### config.mk
export PLATFORM = sky130hd
export DESIGN_NAME = spi_peripheral
export DESIGN_NICKNAME = d
export VERILOG_FILES = /design/src/rtl/spi_peripheral.sv
export SDC_FILE = /design/constraint.sdc
export NUM_CORES = 1
export LEC_CHECK = 0
export ABC_AREA = 1
export CORE_ASPECT_RATIO = 0.8
export CORE_MARGIN = 10
export CORE_UTILIZATION = 30
export CTS_BUF_LIST = sky130_fd_sc_hd__clkbuf_4 sky130_fd_sc_hd__clkbuf_8
export DETAILED_ROUTE_END_ITERATION = 8
export GPL_TIMING_DRIVEN = 0
export PLACE_DENSITY = 0.58
export SLEW_MARGIN = 20
export SYNTH_ARGS = -nofsm -noshare
export SYNTH_HDL_FRONTEND = slang
export SYNTH_SLANG_ARGS = --single-unit
### constraint.sdc
create_clock -name clk -period 1.23 [get_ports clk]
set_clock_uncertainty 0.05 [all_clocks]
set_input_delay 0.246 -clock clk [delete_from_list [all_inputs] [get_ports clk]]
set_output_delay 0.246 -clock clk [all_outputs]
set_load 0.02 [all_outputs]
### src/rtl/spi_peripheral.sv
// SPI mode-0 responder oversampled in the clk domain: pin edges act 3 clk edges after they occur.
// One-byte transmit holding register; tx_load is ignored while it is full (tx_ready=0).
`timescale 1ns/1ps
module spi_peripheral #(
   parameter logic [7:0] DEFAULT_TX = 8'hFF
) (
   input  logic       clk,
   input  logic       rst_n,
   input  logic       SPI_SCLK,
   input  logic       SPI_CS,
   input  logic       SPI_MOSI,
   output logic       SPI_MISO,
   input  logic [7:0] tx_data,
   input  logic       tx_load,
   output logic       tx_ready,
   output logic [7:0] rx_data,
   output logic       rx_valid,
   output logic       busy
);

   typedef enum logic {IDLE, ACTIVE} state_t;

   logic [2:0] sclk_sync_q, sclk_sync_d;
   logic [2:0] cs_sync_q, cs_sync_d;
   logic [1:0] mosi_sync_q, mosi_sync_d;

   state_t     state_q, state_d;
   logic [2:0] bit_cnt_q, bit_cnt_d;
   logic [7:0] tx_shift_q, tx_shift_d;
   logic [7:0] rx_shift_q, rx_shift_d;
   logic [7:0] rx_data_q, rx_data_d;
   logic       rx_valid_q, rx_valid_d;
   logic [7:0] hold_q, hold_d;
   logic       hold_full_q, hold_full_d;
   logic       miso_q, miso_d;

   logic       sclk_rise, sclk_fall, cs_fall, cs_rise, mosi_s;
   logic       take_hold;
   logic [7:0] next_byte;

   // Edges and MOSI all come from stage 2 so the data bit lines up with its edge.
   assign sclk_rise = sclk_sync_q[1] & ~sclk_sync_q[2];
   assign sclk_fall = ~sclk_sync_q[1] & sclk_sync_q[2];
   assign cs_fall   = ~cs_sync_q[1] & cs_sync_q[2];
   assign cs_rise   = cs_sync_q[1] & ~cs_sync_q[2];
   assign mosi_s    = mosi_sync_q[1];
   assign next_byte = hold_full_q ? hold_q : DEFAULT_TX;

   always_comb begin
      sclk_sync_d = {sclk_sync_q[1:0], SPI_SCLK};
      cs_sync_d   = {cs_sync_q[1:0], SPI_CS};
      mosi_sync_d = {mosi_sync_q[0], SPI_MOSI};

      state_d     = state_q;
      bit_cnt_d   = bit_cnt_q;
      tx_shift_d  = tx_shift_q;
      rx_shift_d  = rx_shift_q;
      rx_data_d   = rx_data_q;
      rx_valid_d  = 1'b0;
      miso_d      = miso_q;
      take_hold   = 1'b0;

      case (state_q)
         IDLE: begin
            miso_d = 1'b0;
            if (cs_fall) begin
               tx_shift_d = next_byte;
               take_hold  = 1'b1;
               miso_d     = next_byte[7];
               bit_cnt_d  = 3'd0;
               state_d    = ACTIVE;
            end
         end
         ACTIVE: begin
            if (cs_rise) begin
               state_d   = IDLE;
               miso_d    = 1'b0;
               bit_cnt_d = 3'd0;
            end else if (sclk_rise) begin
               rx_shift_d = {rx_shift_q[6:0], mosi_s};
               bit_cnt_d  = bit_cnt_q + 3'd1;
               if (bit_cnt_q == 3'd7) begin
                  rx_data_d  = {rx_shift_q[6:0], mosi_s};
                  rx_valid_d = 1'b1;
               end
            end else if (sclk_fall) begin
               // Counter at 0 means a byte just finished: start the next one without a gap.
               if (bit_cnt_q == 3'd0) begin
                  tx_shift_d = next_byte;
                  take_hold  = 1'b1;
                  miso_d     = next_byte[7];
               end else begin
                  tx_shift_d = {tx_shift_q[6:0], 1'b0};
                  miso_d     = tx_shift_q[6];
               end
            end
         end
         default: state_d = IDLE;
      endcase

      hold_d      = hold_q;
      hold_full_d = hold_full_q;
      if (take_hold) begin
         hold_full_d = 1'b0;
      end
      if (tx_load && !hold_full_q) begin
         hold_d      = tx_data;
         hold_full_d = 1'b1;
      end
   end

   always_ff @(posedge clk) begin
      // Synchronizers are left out of reset so a held-low CS cannot fake a fresh cs_fall.
      sclk_sync_q <= sclk_sync_d;
      cs_sync_q   <= cs_sync_d;
      mosi_sync_q <= mosi_sync_d;
      if (!rst_n) begin
         state_q     <= IDLE;
         bit_cnt_q   <= 3'd0;
         tx_shift_q  <= 8'h00;
         rx_shift_q  <= 8'h00;
         rx_data_q   <= 8'h00;
         rx_valid_q  <= 1'b0;
         hold_q      <= 8'h00;
         hold_full_q <= 1'b0;
         miso_q      <= 1'b0;
      end else begin
         state_q     <= state_d;
         bit_cnt_q   <= bit_cnt_d;
         tx_shift_q  <= tx_shift_d;
         rx_shift_q  <= rx_shift_d;
         rx_data_q   <= rx_data_d;
         rx_valid_q  <= rx_valid_d;
         hold_q      <= hold_d;
         hold_full_q <= hold_full_d;
         miso_q      <= miso_d;
      end
   end

   assign SPI_MISO = miso_q;
   assign tx_ready = ~hold_full_q;
   assign rx_data  = rx_data_q;
   assign rx_valid = rx_valid_q;
   assign busy     = (state_q == ACTIVE);

endmodule

==> flow_metrics.env, run 1 <==
export IMPL_outcome="finished with violations"
export IMPL_rsz0062_at_grt="yes"
export IMPL_cts_sinks=45
export IMPL_dr_pass1_iters=4
export IMPL_worst_skew_pair_late_latency_ns=0.30
export IMPL_cts_max_level=2
export IMPL_period_needed_ns=1.25
export IMPL_grt_pass1_vias=1496
export IMPL_layout_nets=306
export IMPL_cp_start_kind="register"
export IMPL_synth_top_family_by_area="simple AND/OR/NAND/NOR gates"
export IMPL_viasPerCell=4.39
export IMPL_worst_pin_slew_ns=0.470
export IMPL_die_x_um=108
export IMPL_drc=0
export IMPL_hold_path_class="input pin to register"
export IMPL_ys_seq_area_share_pct=48.4
export IMPL_ir_drop_mv=0.635
export IMPL_grt_max_degree=15
export IMPL_grt_overflow=0
export IMPL_area_growth_pct=32.1
export IMPL_synth_mux_area_share_pct=0
export IMPL_synth_distinct_cells=20
export IMPL_path_buf_inv=1
export IMPL_grt_util_all_layers_pct=9.06
export IMPL_max_cap_violations=0
export IMPL_core_rowCount=25
export IMPL_violations="setup timing"
export IMPL_place_congestion=0.781
export IMPL_netlist_area_leader_share_pct=48.4
export IMPL_power_leakage_nw=1.06
export IMPL_clk_path_buf_depth=2
export IMPL_worst_slack_ns=-0.0211
export IMPL_die_area_um2=9780
export IMPL_clkTransAtPathRegs_ns=0.09
export IMPL_max_slew_margin_pct=68.6
export IMPL_final_max_slew_viol_count=0
export IMPL_path_cells="ha_4 -> ha_4 -> nand3_4 -> nor2_4 -> buf_6 -> o21ai_2 -> nor2_1"
export IMPL_pre_cts_ws_ns=-0.229
export IMPL_setup_viol=6
export IMPL_synthAdderAreaFrac_pct=2.02
export IMPL_routedWlPerCell_um=11.8
export IMPL_diodes=0
export IMPL_period_share_pct=102
export IMPL_layout_commonest_cell="nor2_1"
export IMPL_io_buffers=24
export IMPL_worst_path_largest_cell_delay_ns=0.38
export IMPL_worstSetupPathType="register to register"
export IMPL_vias=1624
export IMPL_synth_xor_area_share_pct=0
export IMPL_clock_fmax_ghz=0.799
export IMPL_end_kind="register"
export IMPL_hold_violations=0
export IMPL_cpMaxStageDelayCell="dfxtp_4"
export IMPL_required_ns=1.43
export IMPL_netlist_area_um2=1860
export IMPL_start_util_pct=31.2
export IMPL_synth_area_top_cells="dfxtp_1 48%, nor2_1 10%, nand2_1 9.3%"
export IMPL_arrival_ns=1.45
export IMPL_antenna_found_initial=0
export IMPL_syn_num_nets=267
export IMPL_synth_compound_area_share_pct=9.14
export IMPL_cp_top_family="flip-flops"
export IMPL_layout_common_cells="49 x nor2_1, 45 x nand2_1, 37 x dfxtp_1, 19 x nand3_1, 16 x inv_1"
export IMPL_dp_hpwl_mm=2.99
export IMPL_core_um2=5970
export IMPL_tritoncts="done"
export IMPL_syn_area_per_cell_um2=7.45
export IMPL_antenna_left=0
export IMPL_synthSimpleGateAreaFrac_pct=32.7
export IMPL_drt_iter0_markers=70
export IMPL_power_w=0.00293
export IMPL_grt_pass1_wl_mm=7.33
export IMPL_critPathMaxFanout=5
export IMPL_cts_made_buffers=5
export IMPL_crit_path_frequent_cell="ha_4"
export IMPL_root_buffer="clkbuf_8"
export IMPL_drive_gt1_share_pct=25.3
export IMPL_io_pins=26
export IMPL_yosysWarnings=0
export IMPL_yosysTopAreaCell="dfxtp_1"
export IMPL_routed_wirelength_mm=4.36
export IMPL_syn_inst=250
export IMPL_powerDensity_nw_per_um2=1190
export IMPL_ys_ff_latch=45
export IMPL_die_y_um=90.5
-- worst paths after layout --
check	from	endpoint	slack, ns	depth (start not counted)
hold / removal	rst_n	rx_data[6]	0.23	3
hold reg to reg	sclk_sync_q[0]	sclk_sync_q[1]	0.28	0
setup reg to reg	bit_cnt_q[0]	rx_data[7]	-0.02	7
setup / recovery	bit_cnt_q[0]	rx_data[7]	-0.02	7
-- tightest hold or removal path, cell delays in order --
cell and delay (ns):
clkbuf_1 0.15, nand2_1 0.10, o21ai_1 0.05
-- metal layers --
metal,share of wire [%],global-route usage [%]
met1,53,12.2
met2,42,13.1
met3,4.0,3.21
met4,1.1,2.67
met5,0,0
-- flip-flops by register name, summed over array words and instances, names as in the netlist --
register / count
SPI_MISO: 1
bit_cnt_q: 3
busy: 1
cs_sync_q: 3
hold_full_q: 1
hold_q: 8
mosi_sync_q: 2
rx_data: 8
rx_shift_q: 7
rx_valid: 1
sclk_sync_q: 3
tx_shift_q: 7
-- cells by family after synthesis --
kind of cell	count (synthesis)
buffers and inverters	32
DFF	45
adders and majority gates	3
and+or+nand+nor	136
AOI/OAI and AO/OA	34
-- what timing repair did --
action / in CTS / in global routing
hold buffers: 0 / 0
cloned: 1 / 0
pin swaps: 8 / 6
resized for setup: 57 / 33
setup endpoints to repair: 31 / 37
buffers inserted: 5 / 2
-- cells in the mapped netlist --
library cell / number
inv_1: 21
or2_2: 3
ha_1: 3
nor2_1: 50
dfxtp_1: 45
buf_6: 2
nand2_2: 3
nand2_4: 2
nand3_2: 3
clkbuf_1: 2
nor3_1: 5
nand3_1: 22
buf_2: 2
nor2_4: 2
buf_4: 2
o21ai_0: 20
a21oi_1: 10
nand2_1: 46
o21ai_1: 4
inv_2: 3
-- report_power, final --
part	leakage (nW)	internal, W	switching (W)	total, W
logic	0.650	0.000194	0.000248	0.000441
registers	0.373	0.00153	0.0000518	0.00158
clock network	0.0402	0.000392	0.000515	0.000907
-- stage by stage --
stage               hold slack [ns]  instances  setup TNS (ns)  utilization, %  area [um2]
finish                        0.235        370         -0.0806            41.2        2460
global route                  0.255        370          -0.945            41.2        2460
CTS                           0.238        368          -0.198            40.4        2410
detailed placement            0.266        355           -3.85            37.0        2210
global placement              0.265        355           -3.73            37.0        2210
floorplan                     0.224        250               0               -        1870
-- final cells by class --
cell class                 instances  area [um2]
clock buffer                       5        68.8
sequential                        45         923
timing repair buffer              32         275
multi-input combinational        173         926
tap                               81         101
fill                             624        3520
clock inverter                     2        16.3
buffer                             8        55.1
inverter                          24        92.6
Power figures use the tool's default switching activity.
==> run 2, diff against run 1 <==
Settings changed: HOLD_SLACK_MARGIN from default to 0.08.
==> results of run 2 <==
Same layout as run 1: the final DEF is identical, and so are final timing and power.
